`config.mk`:
```
export PLATFORM = sky130hd
export DESIGN_NAME = fifo_tx_drain_ctrl
export DESIGN_NICKNAME = d
export VERILOG_FILES = /design/src/rtl/uart_sys_pkg.sv /design/src/rtl/gap_timer.sv /design/src/rtl/fifo_tx_drain_ctrl.sv
export SDC_FILE = /design/constraint.sdc
export NUM_CORES = 1
export LEC_CHECK = 0
export CORE_UTILIZATION = 42
export CTS_CLUSTER_DIAMETER = 30
export DETAILED_ROUTE_END_ITERATION = 7
export PLACE_DENSITY = 0.74
export REMOVE_ABC_BUFFERS = 1
export SLEW_MARGIN = 20
export SYNTH_ARGS = -nofsm -noshare
export SYNTH_HDL_FRONTEND = slang
export SYNTH_SLANG_ARGS = --single-unit
```
`constraint.sdc`:
```
create_clock -name clk -period 1.5 [get_ports clk]
set_input_delay 0.3 -clock clk [delete_from_list [all_inputs] [get_ports clk]]
set_output_delay 0.3 -clock clk [all_outputs]
set_load 0.005 [all_outputs]
```
`src/rtl/uart_sys_pkg.sv`:
```
// Shared UART-subsystem definitions: the drain controller's state encoding and
// the width of its transmitted-byte counter.
package uart_sys_pkg;

   localparam logic [1:0] DRN_IDLE      = 2'd0;
   localparam logic [1:0] DRN_SEND      = 2'd1;
   localparam logic [1:0] DRN_WAIT_DONE = 2'd2;
   localparam logic [1:0] DRN_GAP       = 2'd3;

   localparam int BYTE_CNT_W = 8;

   typedef enum logic [1:0] {
      ST_IDLE      = DRN_IDLE,
      ST_SEND      = DRN_SEND,
      ST_WAIT_DONE = DRN_WAIT_DONE,
      ST_GAP       = DRN_GAP
   } drn_state_e;

   // Free-running wrap 255 -> 0 is intended.
   function automatic logic [BYTE_CNT_W-1:0] cnt_inc(input logic [BYTE_CNT_W-1:0] c);
      return c + BYTE_CNT_W'(1);
   endfunction

endpackage

```
`src/rtl/gap_timer.sv`:
```
// Load/decrement down-counter that times the idle gap between frames;
// done_o is high whenever the count has reached zero.
module gap_timer #(
   parameter int GAP_WIDTH = 4
) (
   input  logic                 clk,
   input  logic                 rst,
   input  logic                 load_i,
   input  logic [GAP_WIDTH-1:0] load_val_i,
   input  logic                 dec_i,
   output logic                 done_o
);

   logic [GAP_WIDTH-1:0] count_q;
   logic [GAP_WIDTH-1:0] count_d;

   always_comb begin
      count_d = count_q;
      if (load_i) begin
         count_d = load_val_i;
      end else if (dec_i && (count_q != '0)) begin
         count_d = count_q - GAP_WIDTH'(1);
      end
   end

   always_ff @(posedge clk or negedge rst) begin
      if (!rst) begin
         count_q <= '0;
      end else begin
         count_q <= count_d;
      end
   end

   assign done_o = (count_q == '0);

endmodule

```
`src/rtl/fifo_tx_drain_ctrl.sv`:
```
// Drains the async byte FIFO into the UART transmitter, one pop per frame,
// with a programmable idle gap after each frame and a transmitted-byte count.
//
// state     | meaning
// ----------+-------------------------------------------------------------
// IDLE      | waiting for tx_en, data in FIFO and UART not busy
// SEND      | byte popped and presented; holding request until busy seen
// WAIT_DONE | UART accepted the byte; waiting for busy to fall
// GAP       | enforced idle clocks before the next pop may be considered
module fifo_tx_drain_ctrl #(
   parameter int DATA_WIDTH = 8,
   parameter int GAP_CYCLES = 0,
   parameter int GAP_WIDTH  = 4
) (
   input  logic                  clk,
   input  logic                  rst,
   input  logic                  tx_en,
   input  logic                  fifo_empty,
   input  logic [DATA_WIDTH-1:0] fifo_rd_data,
   output logic                  fifo_r_inc,
   input  logic                  tx_busy,
   output logic [DATA_WIDTH-1:0] tx_data,
   output logic                  tx_data_valid,
   output logic                  drain_active,
   output logic [7:0]            byte_count
);

   import uart_sys_pkg::*;

   // The counter is loaded on the completing edge, so GAP_CYCLES-1 yields
   // exactly GAP_CYCLES clocks spent in GAP.
   localparam logic [GAP_WIDTH-1:0] GAP_LOAD =
      GAP_WIDTH'((GAP_CYCLES > 0) ? (GAP_CYCLES - 1) : 0);

   drn_state_e              state_q;
   logic [DATA_WIDTH-1:0]   tx_data_q;
   logic                    tx_data_valid_q;
   logic                    fifo_r_inc_q;
   logic                    drain_active_q;
   logic [BYTE_CNT_W-1:0]   byte_count_q;

   logic start_frame;
   logic gap_load;
   logic gap_dec;
   logic gap_done;

   assign start_frame = tx_en && !fifo_empty && !tx_busy;
   assign gap_load    = (state_q == ST_WAIT_DONE) && !tx_busy && (GAP_CYCLES != 0);
   assign gap_dec     = (state_q == ST_GAP);

   gap_timer #(
      .GAP_WIDTH (GAP_WIDTH)
   ) u_gap_timer (
      .clk        (clk),
      .rst        (rst),
      .load_i     (gap_load),
      .load_val_i (GAP_LOAD),
      .dec_i      (gap_dec),
      .done_o     (gap_done)
   );

   always_ff @(posedge clk or negedge rst) begin
      if (!rst) begin
         state_q         <= ST_IDLE;
         tx_data_q       <= '0;
         tx_data_valid_q <= 1'b0;
         fifo_r_inc_q    <= 1'b0;
         drain_active_q  <= 1'b0;
         byte_count_q    <= '0;
      end else begin
         case (state_q)
            ST_IDLE: begin
               if (start_frame) begin
                  tx_data_q       <= fifo_rd_data;
                  tx_data_valid_q <= 1'b1;
                  fifo_r_inc_q    <= 1'b1;
                  drain_active_q  <= 1'b1;
                  state_q         <= ST_SEND;
               end
            end
            ST_SEND: begin
               fifo_r_inc_q <= 1'b0;
               if (tx_busy) begin
                  tx_data_valid_q <= 1'b0;
                  state_q         <= ST_WAIT_DONE;
               end
            end
            ST_WAIT_DONE: begin
               if (!tx_busy) begin
                  byte_count_q <= cnt_inc(byte_count_q);
                  if (GAP_CYCLES == 0) begin
                     drain_active_q <= 1'b0;
                     state_q        <= ST_IDLE;
                  end else begin
                     state_q <= ST_GAP;
                  end
               end
            end
            ST_GAP: begin
               if (gap_done) begin
                  drain_active_q <= 1'b0;
                  state_q        <= ST_IDLE;
               end
            end
            default: begin
               drain_active_q <= 1'b0;
               state_q        <= ST_IDLE;
            end
         endcase
      end
   end

   assign tx_data       = tx_data_q;
   assign tx_data_valid = tx_data_valid_q;
   assign fifo_r_inc    = fifo_r_inc_q;
   assign drain_active  = drain_active_q;
   assign byte_count    = byte_count_q;

endmodule

```
# Yosys cells after proc, flatten, opt, wreduce, memory -nomap -nowiden
# Cells that the tools add are included.
# word_totals
reg_bits	25
out_inout_bits	19
# classes
addsub	2
n_reduce_logical	16
mux	12
n_eq_ne	7
bitwise_logic	1
# op_table
operator	n
$add A8 B1 Y8 const B	1
$mux W2	4
$ne A2 B2 Y1 const B	4
$pmux W2 S4	1
$reduce_and A4 Y1	2
$reduce_and A2 Y1	3
$eq A2 B2 Y1 const B	2
$logic_not A4 Y1	1
$mux W1	4
$pmux W1 S2	2
$reduce_bool A4 Y1	1
$sub A4 B1 Y4 const B	1
$logic_and A1 B1 Y1	3
$pmux W1 S3	1
$reduce_and A3 Y1	1
$reduce_bool A3 Y1	1
$eq A2 B1 Y1 const B	1
$logic_not A1 Y1	2
$logic_not A2 Y1	1
$reduce_bool A2 Y1	1
$not A1 Y1	1

# Depth between registers and ports, before layout
# Gate-level depths: netlist (run 1).
# logic_depth
ltp_word	5
depth_mapped	5
depth_no_buf	5

# By module
# A second synthesis (run 1) with hierarchy kept.
# unflattened
cells_unflattened	97
hier_area_um2	1232.4
# by_module_without_submodules
mod	area_per_inst_um2	cells_per_inst	seq_area_each_um2	instances
fifo_tx_drain_ctrl	962.2	70	525.5	1
gap_timer	270.3	27	100.1	1

# Worst setup path before layout (run 1)
# OpenSTA, ideal clock, no wires.
# synth_timing
path_kind	reg2reg
from	register state_q[1]
to	register tx_data_q[0] (netlist: tx_data[0])
arrival_time_ns	1.391
slack_ns	-0.016
path_buffers	2
synth_period_minus_slack_ns	1.516
path_stages_with_launch	6
path_cell_list	dfrtp_1 > buf_6 > nor4b_4 > and2_4 > buf_12 > mux2_4
# synth_via
elab_chain_len	2
# synth_rtl
item	line_no	source
start: declaration	fifo_tx_drain_ctrl.sv:35	drn_state_e state_q;
start signal: assignment	fifo_tx_drain_ctrl.sv:64	state_q <= ST_IDLE;
start signal: assignment	fifo_tx_drain_ctrl.sv:78	state_q <= ST_SEND;
start signal: assignment	fifo_tx_drain_ctrl.sv:85	state_q <= ST_WAIT_DONE;
$logic_not A2 Y1	fifo_tx_drain_ctrl.sv:71	case (state_q)
$reduce_and A2 Y1 (no source line)	-	
end signal: assignment	fifo_tx_drain_ctrl.sv:74	tx_data_q <= fifo_rd_data;
end: declaration	fifo_tx_drain_ctrl.sv:36	logic [DATA_WIDTH-1:0] tx_data_q;
# No other way between the ends.
# A chain may end at the register's enable or synchronous reset.

# Worst setup path after layout (run 1)
# layout_timing
from	input port tx_busy
to	register tx_data_q[1] (netlist: tx_data[1])
# layout_via
elab_chain_len	3
# layout_rtl
item	line_no	source
start: declaration	fifo_tx_drain_ctrl.sv:21	input logic tx_busy,
$logic_not A1 Y1	-	
$logic_and A1 B1 Y1	fifo_tx_drain_ctrl.sv:47	assign start_frame = tx_en && !fifo_empty && !tx_busy;
$reduce_and A2 Y1 (no source line)	-	
# No other way between the ends.

==> results by group, run 1 <==
Cells and area
  – Register Area: 626 µm²
  – # fillers: 211
  – Synthesis-to-layout area growth: 44.7%
  – Multi-input gate area: 474 µm²
  – Layout Utilization: 65.1%
  – Number of nets in the layout: 153
  – # diodes: 0
  – Share of cells above drive strength 1: 25.5%

Power and ir drop
  – Overall power: 1.97 mW
  – Sequential power share: 47.1%
  – P per Cell Area: 1200 nW/µm²
  – Int Pwr: 1.43 mW
  – Sw frac: 27.4%
  – Switch Pwr: 0.540 mW
  – VDD IR max: 676 µV
  – Pleak: 0.873 nW
  – Logic pwr share: 38.3%
  – Clock power frac: 14.6%

Synth
  – Synth Instances: 86
  – Distinct cells, synth: 29
  – Syn_area_per_cell: 13.2 µm²
  – Synth Register Bits: 25
  – Seq/Total Area, Yosys: 55.1%
  – Synth Cell Area: 1130 µm²
  – Synthesis Warnings: 0

Route
  – Final wirelength: 2280 µm
  – Initial drt markers: 2
  – Top Layer Used: met3
  – Drt pass-1 iters: 3
  – Post-DRT Antenna Nets: 0
  – Avg WL per Cell: 13.6 µm
  – Met3 Wirelength: 149 µm
  – Number of vias per cell: 4.93
  – Met2 routed WL: 1110 µm
  – Wire length on met1: 1020 µm
  – Vias: 824
  – DRC: 0

Timing
  – Fin crit share: 98.9%
  – Fin crit period: 1.48 ns
  – Slew HR: 79.3%
  – Max Freq: 674 MHz
  – Worst slew pin tran: 0.311 ns
  – Final Hold Viols: 0
  – Worst setup slack after layout: 0.0159 ns
  – Clock skew: 0.00530 ns
  – Final setup vio count: 0
  – Total negative slack: 0 ns
  – Max-slew violation total from the final report: 0
  – Min Hold Slack: 0.343 ns

GRT
  – First-pass GRT wire length: 3460 µm
  – Number of global-route vias before repair: 822
  – Initial antenna violation count: 0
  – Tot GR Track Use: 16.3%
  – Largest net degree at the start of global routing: 26
  – GRT Residual Overflow: 0

Die
  – Starting Density: 45.0%
  – Die width: 54.0 µm
  – DIE AREA: 2910 µm²
  – Cell Rows: 18
  – Core area: 2520 µm²
  – I/O pin count: 32
  – Die H: 54.0 µm

Clocking
  – CTS tree: yes
  – Clk pin slew, worst setup/hold paths: 0.13 ns
  – Root Buffer: clkbuf_4
  – CTS max path bufs: 2
  – Clk sinks: 25
  – H-tree depth: 1
  – CTS buffer count: 3
  – Clk_lat worst skew: 0.30 ns

Placed design
  – Port Buf Inserts: 31
  – Detailed placement HPWL: 1460 µm
  – Pre-CTS setup slack: -0.293 ns
  – Gpl congestion: 0.688

Worst setup path
  – Crit-path max FO: 4
  – Terminus of the critical flop-to-flop path: tx_data[1]$_DFFE_PN0P_
  – Worst reg-to-reg setup slack: 0.06 ns
  – Critical path endpoint category: register
  – Worst setup startpoint: tx_busy
  – R2R depth: 3
  – Worst path required time: 1.70 ns
  – Critical path class: input pin to register
  – Critical path arrival: 1.68 ns
  – Worst Setup Start Kind: input pin
  – R2r startpoint: state_q[1]$_DFFE_PN0P_

Flow run
  – Max-cap violation count: 0

Run status
  – Status: complete, no violations

Worst hold path
  – Worst Hold Class: input pin to asynchronous set/reset pin
==> logic make-up (layout without fill, tap and decap cells) <==
logic type	count (synthesis)	after routing	share of synthesized area (%)
and+or+nand+nor	25	26	14.3
AOI/OAI and AO/OA	9	9	4.74
adders and majority gates	2	2	2.20
muxes	10	10	12.5
xor gates and xnor gates	9	9	6.95
buffers and inverters	6	56	4.19
DFF	25	25	55.1
==> flip-flops by register name, summed over array words and instances, names as in the netlist <==
signal / count
tx_data: 8
drain_active: 1
tx_data_valid: 1
fifo_r_inc: 1
byte_count: 8
state_q: 2
u_gap_timer.count_q: 4
==> per-layer routing <==
metal	track usage, %	up-vias
met1	21.7	405
met4	3.85	0
met3	2.82	0
li1	-	398
met5	0	-
met2	27.4	21
==> timing repair <==
item | in CTS | in global routing
hold buffers | 0 | 0
endpoints found under the setup margin | 11 | 15
pin swaps | 0 | 1
resized for setup | 7 | 13
setup buffers | 7 | 4
gates cloned | 0 | 1
==> final cells by class <==
cell class	count	area share, %
well taps	30	2.29
inverters	3	0.686
flip-flops and latches	25	38.1
multi-input cells	56	28.9
clock buffers	4	1.60
repair buffers	49	28.4
==> cell usage in the layout (no fill, tap or decap), types with 2 or more instances in the layout <==
cell type / n
dfrtp_1: 25
buf_4: 18
clkdlybuf4s50_1: 12
dlymetal6s2s_1: 12
mux2_4: 8
xnor2_1: 7
dlygate4sd2_1: 7
nand2_1: 6
nand4_1: 4
o21ai_0: 4
inv_1: 3
nand2b_1: 3
clkbuf_4: 3
nor2_1: 2
and3_1: 2
a21oi_1: 2
xor2_1: 2
ha_1: 2
==> critical path, cell delays in order <==
cell and delay, ns:
clkdlybuf4s50_1 0.47, nor4b_4 0.33, and2_2 0.27, mux2_4 0.31
==> power by group through the flow <==
| stage | logic, mW | clock network [mW] | registers [mW] |
|---|---|---|---|
| floorplan | 0.243 | 0 | 0.978 |
| global placement | 0.650 | 0 | 0.975 |
| detailed placement | 0.663 | 0 | 0.972 |
| CTS | 0.733 | 0.304 | 0.930 |
| global route | 0.827 | 0.328 | 0.947 |
| finish | 0.755 | 0.288 | 0.927 |
==> through the flow <==
step                      instances  instance area (µm²)
final                           167                 1640
after global routing            167                 1640
after CTS                       162                 1570
after detailed placement        151                 1500
after global placement          151                 1500
after floorplan                  83                 1100
==> synthesized netlist by cell type (all sizes together) <==
master	number	area share (%)
o2bb2ai	1	0.77
inv	3	0.99
nor3b	2	1.8
a21oi	2	0.88
nor2	2	0.66
a31oi	1	0.55
buf	3	3.2
nand2b	3	1.7
dfrtp	25	55
or2b	1	0.66
and2	1	0.77
xnor2	7	5.4
or3	1	0.55
nor4b	1	2.1
xor2	2	1.5
nand4	4	2.2
a211o	1	0.77
nand3	1	0.44
o21ai	4	1.8
nor3	1	0.44
mux2	9	12
mux2i	1	0.88
and3	2	1.1
nand2	6	2.0
ha	2	2.2
==> worst max-delay path by stage <==
stage,endpoint,slack (ns),cells past startpoint
after floorplan,tx_data[0]$_DFFE_PN0P_,0.02,3
after global placement,tx_data[2]$_DFFE_PN0P_,-0.25,4
after detailed placement,tx_data[0]$_DFFE_PN0P_,-0.29,4
after CTS,tx_data_valid,0.002,1
after global routing,tx_data[1]$_DFFE_PN0P_,-0.007,4
final,tx_data[1]$_DFFE_PN0P_,0.02,4
Power figures use the tool's default switching activity.
==> inputs of run 2 (changes only) <==
- ABC_CLOCK_PERIOD_IN_PS: default -> 1500
- CAP_MARGIN: default -> 5
==> results of run 2 <==
Same layout as run 1: the final DEF is identical, and so are final timing and power.
==> inputs of run 3 (changes only) <==
- ABC_CLOCK_PERIOD_IN_PS: 1500 -> 1800
- CORE_UTILIZATION: 42 -> 50
- PLACE_DENSITY: 0.74 -> 0.83
- clock period: 1.5 -> 1.8 ns (I/O delays scaled with it)
==> run 3 against run 2 <==
Sequential cell count unchanged. Register-to-register slack better by 0.28 ns. Global-route usage up 5.3 points. Cell count down 9.6%. Worst hold slack better by 0.054 ns. Sequential share of layout area up 3.0 points. Critical path depth down 3. Worst setup slack better by 0.081 ns. Critical path type is now register to output pin. Largest cell class unchanged.
==> results by group, run 3 (synthesis gave the netlist of run 1 again) <==
Run status
  – Status: complete, no violations (unchanged)

GRT
  – GRT Residual Overflow: 0 (unchanged)
  – Tot GR Track Use: 21.6% (was 16.3%)
  – First-pass GRT wire length: 3910 µm (was 3460 µm)
  – Initial antenna violation count: 0 (unchanged)
  – Largest net degree at the start of global routing: 26 (unchanged)
  – Number of global-route vias before repair: 761 (was 822)

Route
  – Number of vias per cell: 5.26 (was 4.93)
  – DRC: 0 (unchanged)
  – Top Layer Used: met4 (was met3)
  – Wire length on met1: 1070 µm (was 1020 µm)
  – Drt pass-1 iters: 4 (was 3)
  – Final wirelength: 2360 µm (was 2280 µm)
  – Vias: 795 (was 824)
  – Initial drt markers: 4 (was 2)
  – Avg WL per Cell: 15.6 µm (was 13.6 µm)
  – Met2 routed WL: 1120 µm (was 1110 µm)
  – Met3 Wirelength: 128 µm (was 149 µm)
  – Post-DRT Antenna Nets: 0 (unchanged)

Clocking
  – CTS tree: yes (unchanged)
  – H-tree depth: 1 (unchanged)
  – Clk pin slew, worst setup/hold paths: 0.14 ns (was 0.13 ns)
  – CTS-repair resized insts: 0 (was 7)
  – CTS max path bufs: 2 (unchanged)
  – Post-CTS Hold Buffers: 0 (unchanged)
  – Root Buffer: clkbuf_4 (unchanged)
  – CTS buffer count: 3 (unchanged)
  – Clk_lat worst skew: 0.33 ns (was 0.30 ns)
  – Clk sinks: 25 (unchanged)
  – Setup bufs post-CTS: 0 (was 7)

Worst setup path
  – Worst path buffer plus inverter count: 1 (unchanged)
  – Critical path class: register to output pin (was input pin to register)
  – Crit-path max FO: 4 (unchanged)
  – Critical Path End: byte_count[4] (was tx_data[1]$_DFFE_PN0P_)
  – Terminus of the critical flop-to-flop path: tx_data[0]$_DFFE_PN0P_ (was tx_data[1]$_DFFE_PN0P_)
  – Worst reg-to-reg setup slack: 0.34 ns (was 0.06 ns)
  – Critical path arrival: 1.34 ns (was 1.68 ns)
  – R2r startpoint: state_q[1]$_DFFE_PN0P_ (unchanged)
  – Worst Setup Start Kind: register (was input pin)
  – R2R depth: 3 (unchanged)
  – Worst path required time: 1.44 ns (was 1.70 ns)
  – CP Depth: 1 (was 4)
  – Worst stage delay on the critical path: 0.56 ns (was 0.47 ns)
  – Worst setup startpoint: byte_count[4]$_DFFE_PN0P_ (was tx_busy)
  – Worst path cell trace: clkdlybuf4s50_1 (was clkdlybuf4s50_1 -> nor4b_4 -> and2_2 -> mux2_4)
  – Top delay family on crit path: buffers and inverters (was simple AND/OR/NAND/NOR gates)
  – CP max stage cell: clkdlybuf4s50_1 (unchanged)
  – Critical path endpoint category: output pin (was register)

Timing
  – Final setup vio count: 0 (unchanged)
  – Fin crit share: 94.6%
  – Slew HR: 79.0% (was 79.3%)
  – Worst slew pin tran: 0.315 ns (was 0.311 ns)
  – Min Hold Slack: 0.397 ns (was 0.343 ns)
  – Final Hold Viols: 0 (unchanged)
  – Fin crit period: 1.70 ns
  – Unrepaired setup endpoints after global routing: no
  – Clock skew: 0.0112 ns (was 0.00530 ns)
  – Max-slew violation total from the final report: 0 (unchanged)
  – Max Freq: 587 MHz

Die
  – DIE AREA: 2460 µm² (was 2910 µm²)
  – Die width: 49.6 µm (was 54.0 µm)
  – Core area: 2040 µm² (was 2520 µm²)
  – Cell Rows: 16 (was 18)
  – I/O pin count: 32 (unchanged)
  – Die H: 49.6 µm (was 54.0 µm)
  – Starting Density: 55.6% (was 45.0%)

Cells and area
  – Number of nets in the layout: 140 (was 153)
  – # diodes: 0 (unchanged)
  – Share of cells above drive strength 1: 18.5% (was 25.5%)
  – Synthesis-to-layout area growth: 34.0% (was 44.7%)
  – Fin cells: 151 (was 167)
  – Commonest non-fill, non-tap cell in the layout: clkdlybuf4s50_1 (was dfrtp_1)
  – Commonest cells after routing, fill and taps aside: clkdlybuf4s50_1 (31), dfrtp_1 (25), mux2_4 (8) (was dfrtp_1 (25), buf_4 (18), clkdlybuf4s50_1 (12), dlymetal6s2s_1 (12), mux2_4 (8))
  – Layout Utilization: 74.4% (was 65.1%)

Placed design
  – Port Buf Inserts: 31 (unchanged)
  – Gpl congestion: 0.775 (was 0.688)
  – Dpl cells: 147 (was 151)
  – Detailed placement HPWL: 1730 µm (was 1460 µm)

Power and ir drop
  – Pleak: 0.672 nW (was 0.873 nW)
  – VDD IR max: 858 µV (was 676 µV)
  – P per Cell Area: 1070 nW/µm² (was 1200 nW/µm²)

Worst hold path
  – Worst Hold Class: input pin to asynchronous set/reset pin (unchanged)

Flow run
  – Max-cap violation count: 0 (unchanged)
run 3: cell types whose count changed in the layout (fill, tap and decap cells not counted), moves of 7 or more:
cell	before	now
clkdlybuf4s50_1	12	31
buf_4	18	6
dlymetal6s2s_1	12	0
dlygate4sd2_1	7	0
run 3: worst min-delay path by stage:
stage,start,endpoint,slack (ns)
5_1_grt,rst,tx_data[3]$_DFFE_PN0P_,0.42
4_1_cts,rst,tx_data[5]$_DFFE_PN0P_,0.40
6_report,rst,tx_data[5]$_DFFE_PN0P_,0.40
3_5_place_dp,byte_count[7]$_DFFE_PN0P_,byte_count[7]$_DFFE_PN0P_,0.47
2_1_floorplan,rst,byte_count[0]$_DFFE_PN0P_,0.06
3_3_place_gp,byte_count[7]$_DFFE_PN0P_,byte_count[7]$_DFFE_PN0P_,0.46
run 3: report_power, final:
group	switching, mW	internal [mW]	leakage (nW)
Clock	0.175	0.0834	0.0177
Sequential	0.119	0.691	0.314
Combinational	0.164	0.390	0.340
run 3: routing by layer:
metal / global-route usage [%] / up-vias
li1: - / 371
met2: 34.0 / 34
met5: 0 / -
met3: 4.32 / 4
met1: 29.8 / 386
met4: 7.14 / 0
run 3: final cells by class:
cell class | instances | area [µm²]
Sequential cell | 25 | 626
Fill cell | 152 | 522
Multi-Input combinational cell | 55 | 467
Timing Repair Buffer | 37 | 355
Tap cell | 27 | 33.8
Clock buffer | 3 | 22.5
Inverter | 3 | 11.3
Clock inverter | 1 | 5.00
run 3: per-stage QoR:
step	TNS [ns]	setup slack [ns]	power [mW]	cell area, µm²
6_report	0	0.0966	1.62	1520
5_1_grt	0	0.0517	1.71	1520
4_1_cts	0	0.108	1.63	1520
3_5_place_dp	-0.388	-0.0554	1.38	1490
3_3_place_gp	-0.0256	-0.00377	1.35	1490
2_1_floorplan	0	0.322	1.02	1100
